File: src/rtl/cfg_chain_loader_if.sv
// Config word stream between the SoC-side bridge (master) and the chain loader (slave).
interface cfg_chain_loader_if #(
  parameter int WORD_W = 32
);
  logic              word_valid;
  logic [WORD_W-1:0] word_data;
  logic              word_ready;

  modport master (output word_valid, output word_data, input word_ready);
  modport slave  (input word_valid, input word_data, output word_ready);
endinterface

File: src/rtl/cfg_chain_loader.sv
// cfg_chain_loader: serialises parallel config words LSB-first onto a tile
// column's config chain, then strobes cset once chain_len bits are shifted.
// Optional readback capture of the chain's far end: CFG_CHAIN_LOADER_READBACK_EN.
module cfg_chain_loader #(
  parameter int WORD_W = 32,
  parameter int CNT_W  = 20
) (
  input  logic                 clk,
  input  logic                 rst,
  input  logic                 start,
  input  logic                 abort,
  input  logic [CNT_W-1:0]     chain_len,
  cfg_chain_loader_if.slave    word,
  output logic                 cen,
  output logic                 shift_out,
  output logic                 cset,
  output logic                 busy,
  output logic                 done
`ifdef CFG_CHAIN_LOADER_READBACK_EN
  ,
  input  logic                 chain_in,
  output logic                 rb_valid,
  output logic [WORD_W-1:0]    rb_data
`endif
);

  localparam int IDX_W = (WORD_W > 1) ? $clog2(WORD_W) : 1;

  localparam logic [2:0] IDLE  = 3'd0;
  localparam logic [2:0] FETCH = 3'd1;
  localparam logic [2:0] SHIFT = 3'd2;
  localparam logic [2:0] SET   = 3'd3;
  localparam logic [2:0] DONE  = 3'd4;

  logic [2:0]        state, state_nxt;
  logic [CNT_W-1:0]  remaining;
  logic [IDX_W-1:0]  bit_idx;
  logic [WORD_W-1:0] shreg;
  logic              start_ok, accept, last_bit, word_end;

  // Handshake and shift-exit qualifiers
  always_comb begin
    start_ok = start && !abort;
    accept   = (state == FETCH) && word.word_valid;
    last_bit = (remaining == CNT_W'(1));
    word_end = (bit_idx == IDX_W'(WORD_W - 1));
  end

  // Next-state logic; abort overrides every transition
  always_comb begin
    state_nxt = state;
    case (state)
      IDLE:    if (start_ok) state_nxt = (chain_len == '0) ? SET : FETCH;
      FETCH:   if (accept) state_nxt = SHIFT;
      SHIFT: begin
        if (last_bit)      state_nxt = SET;
        else if (word_end) state_nxt = FETCH;
      end
      SET:     state_nxt = DONE;
      DONE:    state_nxt = IDLE;
      default: state_nxt = IDLE;
    endcase
    if (abort) state_nxt = IDLE;
  end

  // State register
  always_ff @(posedge clk) begin
    if (rst) state <= IDLE;
    else     state <= state_nxt;
  end

  // Bit counter, word index and shift register; SHIFT exit uses the pre-decrement count
  always_ff @(posedge clk) begin
    if (rst) begin
      remaining <= '0;
      bit_idx   <= '0;
      shreg     <= '0;
    end else begin
      case (state)
        IDLE: if (start_ok) remaining <= chain_len;
        FETCH: if (accept) begin
          shreg   <= word.word_data;
          bit_idx <= '0;
        end
        SHIFT: begin
          shreg     <= shreg >> 1;
          bit_idx   <= bit_idx + IDX_W'(1);
          remaining <= remaining - CNT_W'(1);
        end
        default: ;
      endcase
    end
  end

  // Outputs decoded directly from state
  always_comb begin
    word.word_ready = (state == FETCH);
    cen             = (state == SHIFT);
    shift_out       = (state == SHIFT) ? shreg[0] : 1'b0;
    cset            = (state == SET);
    done            = (state == DONE);
    busy            = (state != IDLE);
  end

`ifdef CFG_CHAIN_LOADER_READBACK_EN
  logic [WORD_W-2:0] cap;
  logic [WORD_W-1:0] cap_nxt;

  // Incoming chain bit enters at the MSB so the first-shifted bit ends at the LSB
  always_comb begin
    cap_nxt = {chain_in, cap};
  end

  // Capture register and readback strobe; a short final word is right-aligned, zero top
  always_ff @(posedge clk) begin
    if (rst) begin
      cap      <= '0;
      rb_valid <= 1'b0;
      rb_data  <= '0;
    end else begin
      rb_valid <= 1'b0;
      if (state == SHIFT) begin
        cap <= cap_nxt[WORD_W-1:1];
        if (last_bit || word_end) begin
          rb_valid <= 1'b1;
          rb_data  <= cap_nxt >> (IDX_W'(WORD_W - 1) - bit_idx);
        end
      end
    end
  end
`endif

endmodule

File: src/flat_wrapper.sv
// flat-port wrapper written by rule: the top's interface ports become plain ports
module cfg_chain_loader_flat 
#(
  parameter int WORD_W = 32,
  parameter int CNT_W  = 20
)
  (clk, rst, start, abort, chain_len, cen, shift_out, cset, busy, done, word_word_valid, word_word_data, word_word_ready);
  cfg_chain_loader_if #(.WORD_W(WORD_W)) word_i ();
  input  logic clk;
  input  logic rst;
  input  logic start;
  input  logic abort;
  input  logic [CNT_W-1:0] chain_len;
  output logic cen;
  output logic shift_out;
  output logic cset;
  output logic busy;
  output logic done;
  input wire logic [$bits(word_i.word_valid)-1:0] word_word_valid;
  input wire logic [$bits(word_i.word_data)-1:0] word_word_data;
  output wire logic [$bits(word_i.word_ready)-1:0] word_word_ready;
  assign word_i.word_valid = word_word_valid;
  assign word_i.word_data = word_word_data;
  assign word_word_ready = word_i.word_ready;
  cfg_chain_loader #(.WORD_W(WORD_W), .CNT_W(CNT_W)) u_core (.clk(clk), .rst(rst), .start(start), .abort(abort), .chain_len(chain_len), .word(word_i), .cen(cen), .shift_out(shift_out), .cset(cset), .busy(busy), .done(done));
endmodule
File: config.mk
export PLATFORM = sky130hd
export DESIGN_NAME = cfg_chain_loader_flat
export DESIGN_NICKNAME = d
export VERILOG_FILES = /design/src/rtl/cfg_chain_loader_if.sv /design/src/rtl/cfg_chain_loader.sv /design/src/flat_wrapper.sv
export SDC_FILE = /design/constraint.sdc
export NUM_CORES = 1
export LEC_CHECK = 0
export BUFFER_PORTS_ARGS = -buffer_cell sky130_fd_sc_hd__buf_2
export CAP_MARGIN = 20
export CORE_MARGIN = 3
export CORE_UTILIZATION = 40
export CTS_CLUSTER_SIZE = 12
export DETAILED_ROUTE_END_ITERATION = 16
export PLACE_DENSITY_LB_ADDON = 0.1
export SKIP_CTS_REPAIR_TIMING = 1
export SYNTH_ARGS = -nofsm -noshare
export SYNTH_HDL_FRONTEND = slang
export SYNTH_SLANG_ARGS = --single-unit
File: constraint.sdc
create_clock -name clk -period 2.74 [get_ports clk]
set_clock_uncertainty 0.2 [all_clocks]
set_input_delay 0.822 -clock clk [delete_from_list [all_inputs] [get_ports clk]]
set_output_delay 0.822 -clock clk [all_outputs]
set_load 0.02 [all_outputs]
Word-level counts from Yosys, hierarchy flattened:

Index checks and enable logic that the tools add are counted.

* memories: 0
* bits in writable memories: 0
* bits in read-only memories: 0
* flip-flop bits (word level): 60
* latch bits: 0
* word-level logic and storage cells: 40

* reduce and logical (&&, ||, !) cells: 12
* div/mod/pow operators: 0
* bitwise logic cells: 0
* multiplexer cells: 13
* shifts and indexed selects: 0
* $add $sub $neg: 2
* magnitude comparators: 0
* equal/unequal tests: 9
* multipliers: 0

Operators by type and width (number)
* case mux 32 bit (2 select lines): 1
* case mux 20 bit (2 select lines): 1
* two-way mux 32 bit: 1
* == test 20 x 1 -> 1 bit (second input constant): 1
* zero test 20 bit: 1
* two-way mux 20 bit: 1
* subtractor 20 x 1 -> 20 bit (second input constant): 1
* two-way mux 3 bit: 4
* case mux 3 bit (4 select lines): 1
* case mux 5 bit (2 select lines): 1
* == test 3 x 2 -> 1 bit (second input constant): 2
* adder 5 x 1 -> 5 bit (second input constant): 1
* == test 5 bit (second input constant): 1
* two-way mux 5 bit: 1
* inequality test 2 x 1 -> 1 bit (second input constant): 2
* AND reduction 2 bit: 2
* nonzero test 2 bit: 2
* == test 3 x 1 -> 1 bit (second input constant): 1
* == test 3 bit (second input constant): 1
* zero test 3 bit: 1
* inequality test 3 x 1 -> 1 bit (second input constant): 1
* AND reduction 3 bit: 1
* nonzero test 3 bit: 1
* logical AND 1 bit: 2
* 4 further kinds: 4

Longest topological paths before layout:

* depth after elaboration: 4
* gate-level depth with buffers: 9

Worst setup path before layout:

OpenSTA, ideal clock, no wires.

* kind: reg2out
* start point: register u_core.state[1]
* end point: output port shift_out
* cell stages (with the launch flop): 8
* buffers on the path: 4
* path slack: -231 ps
* data required time: 1718 ps
* arrival time: 1949 ps
* path through: dfxtp_1 > buf_4 > or3b_1 > buf_2 > clkinv_4 > clkbuf_1 > clkbuf_1 > and2_1

* word-level cells in the longest chain between the ends: 2

RTL lines
* start: declaration: RTL line cfg_chain_loader.sv:35 `logic [2:0] state, state_nxt;`
* start signal: assignment: RTL line cfg_chain_loader.sv:69 `else state <= state_nxt;`
* == test 3 x 2 -> 1 bit
* net cen: RTL line flat_wrapper.sv:14 `output logic cen;`
* two-way mux 1 bit: RTL line cfg_chain_loader.sv:99 `shift_out = (state == SHIFT) ? shreg[0] : 1'b0;`
* end: declaration: RTL line flat_wrapper.sv:15 `output logic shift_out;`

The timed path passes the listed nets, and every way through them passes these cells.

Worst setup path after layout:

* start point: register u_core.state[0]
* end point: output port shift_out

* word-level cells in the longest chain between the ends: 2

RTL lines (RTL line)
* == test 3 x 2 -> 1 bit: cfg_chain_loader.sv:99
* two-way mux 1 bit: cfg_chain_loader.sv:99

Every way passes these cells.

==> impl_results.md <==
- Slew HR: 66.6%
- CP bufs+invs: 2
- Iter 0 DRT Violations: 138
- Detailed placer's ending HPWL: 5270 um
- VDD IR-drop max: 0.288 mV
- Net Count, Synth: 417
- Most frequent cells in the layout: buf_2, dfxtp_1, a21oi_1
- Clk slew on worst S/H paths: 70 ps
- Clock latency on the worst-skew pair: 340 ps
- CTS tree: yes
- Power Dens Cells: 590 mW/mm^2
- Post-Syn Instances: 356
- Crit path capture type: primary output
- Clk buf depth: 2
- Inst Count DP: 504
- Synth warnings: 0
- CP Class: reg2out
- Layout Utilization: 51.6%
- Site Rows: 30
- Post-DR vias/cell: 5.53
- Die area: 0.00814 mm^2
- Die width: 90.2 um
- I/O Pins: 63
- Hold Crit Class: reg2reg
- Final Cycle Share: 94.9%
- CP Cell Sequence: or3b_1 -> clkinv_4 -> and2_1 -> buf_2
- Initial DRT Pass Iterations: 4
- Type of origin of the critical path: flop
- CTS sink cnt: 60
- Largest net degree at the start of global routing: 32
- Synth Register Bits: 60
- Seq/Total Area, Yosys: 42.3%
- Initial Util: 41.5%
- Pre-CTS setup slack: 116 ps
- DIE HEIGHT: 90.2 um
- CTS buffer count: 9
- Async set or reset register ratio after synthesis: 0%
- Synthesized area: 0.00284 mm^2
- DRT Wirelength: 7640 um
- Period minus WS final: 2600 ps
- Max_cap viols: 0
- GRT overflow: 0
- Filler Cells Inserted: 705
- Pleak: 0.00137 uW
- Vias: 2,890
- Commonest non-fill, non-tap cell in the layout: buf_2
- Syn Area/Cell: 7.97 um^2
- Final slew viol count: 0
- Final setup violation count: 0
- Layout Nets: 483
- Status: finished clean
- Placed Instance Area: 0.00328 mm^2
- Routed Antenna Nets: 0
- Total Power: 2080 uW
- Cell Count, Final, Fillers Out: 523
- Port Buffers: 62
- Final Cell Area: 0.00352 mm^2
- Top_reg_cell synth: dfxtp_1
- Core Area: 0.00683 mm^2
- Share of cells above drive strength 1: 24.4%
- First-pass GRT wire length: 12,800 um
- Final worst slack: 140 ps
- Initial antenna violation count: 0
- EDFF count, synth: 0
- Layout overhead on the synthesized area: 24.3%
- H-tree depth: 3
- DR DRC count: 0
- Hold Vio Cnt, Final: 0
- Critical Path RT: 1720 ps
- Crit path max-delay family: simple AND/OR/NAND/NOR gates
- Post-synthesis cell type count: 44
- Routed length per instance: 14.6 um
- Crit path max-delay cell type: or3b_1
- Vias in the first global route: 2,656
- CP peak stage delay: 480 ps
- Unrepaired setup endpoints after global routing: false
- Crit path DAT: 1580 ps
- Root Buffer: clkbuf_8
- ANT cells: 0
- Crit path max fanout: 11
- Routability Congestion: 0.809
- Slew @ Worst Pin: 499 ps
- Gr usage total: 19.2%
- Peak Freq: 0.385 GHz
==> state kept, by name, indices dropped and copies added (netlist names) <==
| signal | flops |
|---|---|
| u_core.remaining | 20 |
| u_core.bit_idx | 5 |
| u_core.shreg | 32 |
| u_core.state | 3 |
==> report_power, final <==
part	internal, uW	total (uW)	leakage, uW	switching, uW
sequential	905	933	0.000488	27.8
combinational	110	259	0.000772	149
clock	536	886	0.000107	350
total	1550	2080	0.00137	526
==> worst min-delay path, delay by kind of cell, from the launching register on <==
family / cells / cell delay, ps
AOI/OAI and AO/OA: 1 / 50
DFF: 1 / 310
and+or+nand+nor: 1 / 50
==> cells in the mapped netlist, types with 4 or more instances <==
library cell  number  area share [%]
nor3_1            12             2.1
nor2b_1            4            0.88
ha_1               4             1.8
a21oi_1           51             9.0
clkbuf_1          20             2.6
dfxtp_1           60              42
nand3_1            8             1.4
nor2_1            38             5.0
o21ai_0            8             1.4
a22oi_1           25             6.6
or4_1              9             2.4
o211ai_1           6             1.6
or3_1              7             1.5
a31oi_1            7             1.5
nand2_1           41             5.4
nor4_1            10             2.2
==> layout make-up <==
class                      instances  area (um^2)  share of cell area (%)
sequential                        60         1200                    34.1
multi-input combinational        266         1510                    42.9
inverter                           4         20.0                   0.568
clock buffer                      12          145                    4.12
tap                               96          120                    3.41
clock inverter                     4         72.6                    2.06
timing repair buffer              81          453                    12.9
==> logic make-up (layout without fill, tap and decap cells) <==
kind of cell | count (synthesis) | in the layout | share of synthesized area, %
DFF | 60 | 60 | 42.3
AOI/OAI and AO/OA | 113 | 113 | 25.0
and+or+nand+nor | 147 | 147 | 25.9
buffers and inverters | 30 | 101 | 4.37
adders and majority gates | 4 | 4 | 1.76
xor gates and xnor gates | 1 | 1 | 0.309
muxes | 1 | 1 | 0.353
==> stage by stage <==
step	hold slack [ps]	TNS, ps
floorplan	232	0
global placement	241	0
detailed placement	249	0
CTS	258	-52.2
global route	274	0
finish	256	0
==> worst paths after layout <==
kind / end / slack [ps] / cells after the start / start
min reg2reg: u_core.shreg[10] / 260 / 2 / u_core.shreg[10]
max reg2reg: u_core.remaining[16] / 270 / 7 / u_core.state[0]
max: shift_out / 140 / 4 / u_core.state[0]
min: u_core.shreg[10] / 260 / 2 / u_core.shreg[10]
==> per-layer routing <==
metal / global-route usage (%) / share of wire [%]
met4: 5.10 / 0.73
met5: 0 / 0
met3: 5.69 / 5.8
met2: 28.6 / 43
met1: 26.9 / 50
Power figures use the tool's default switching activity.
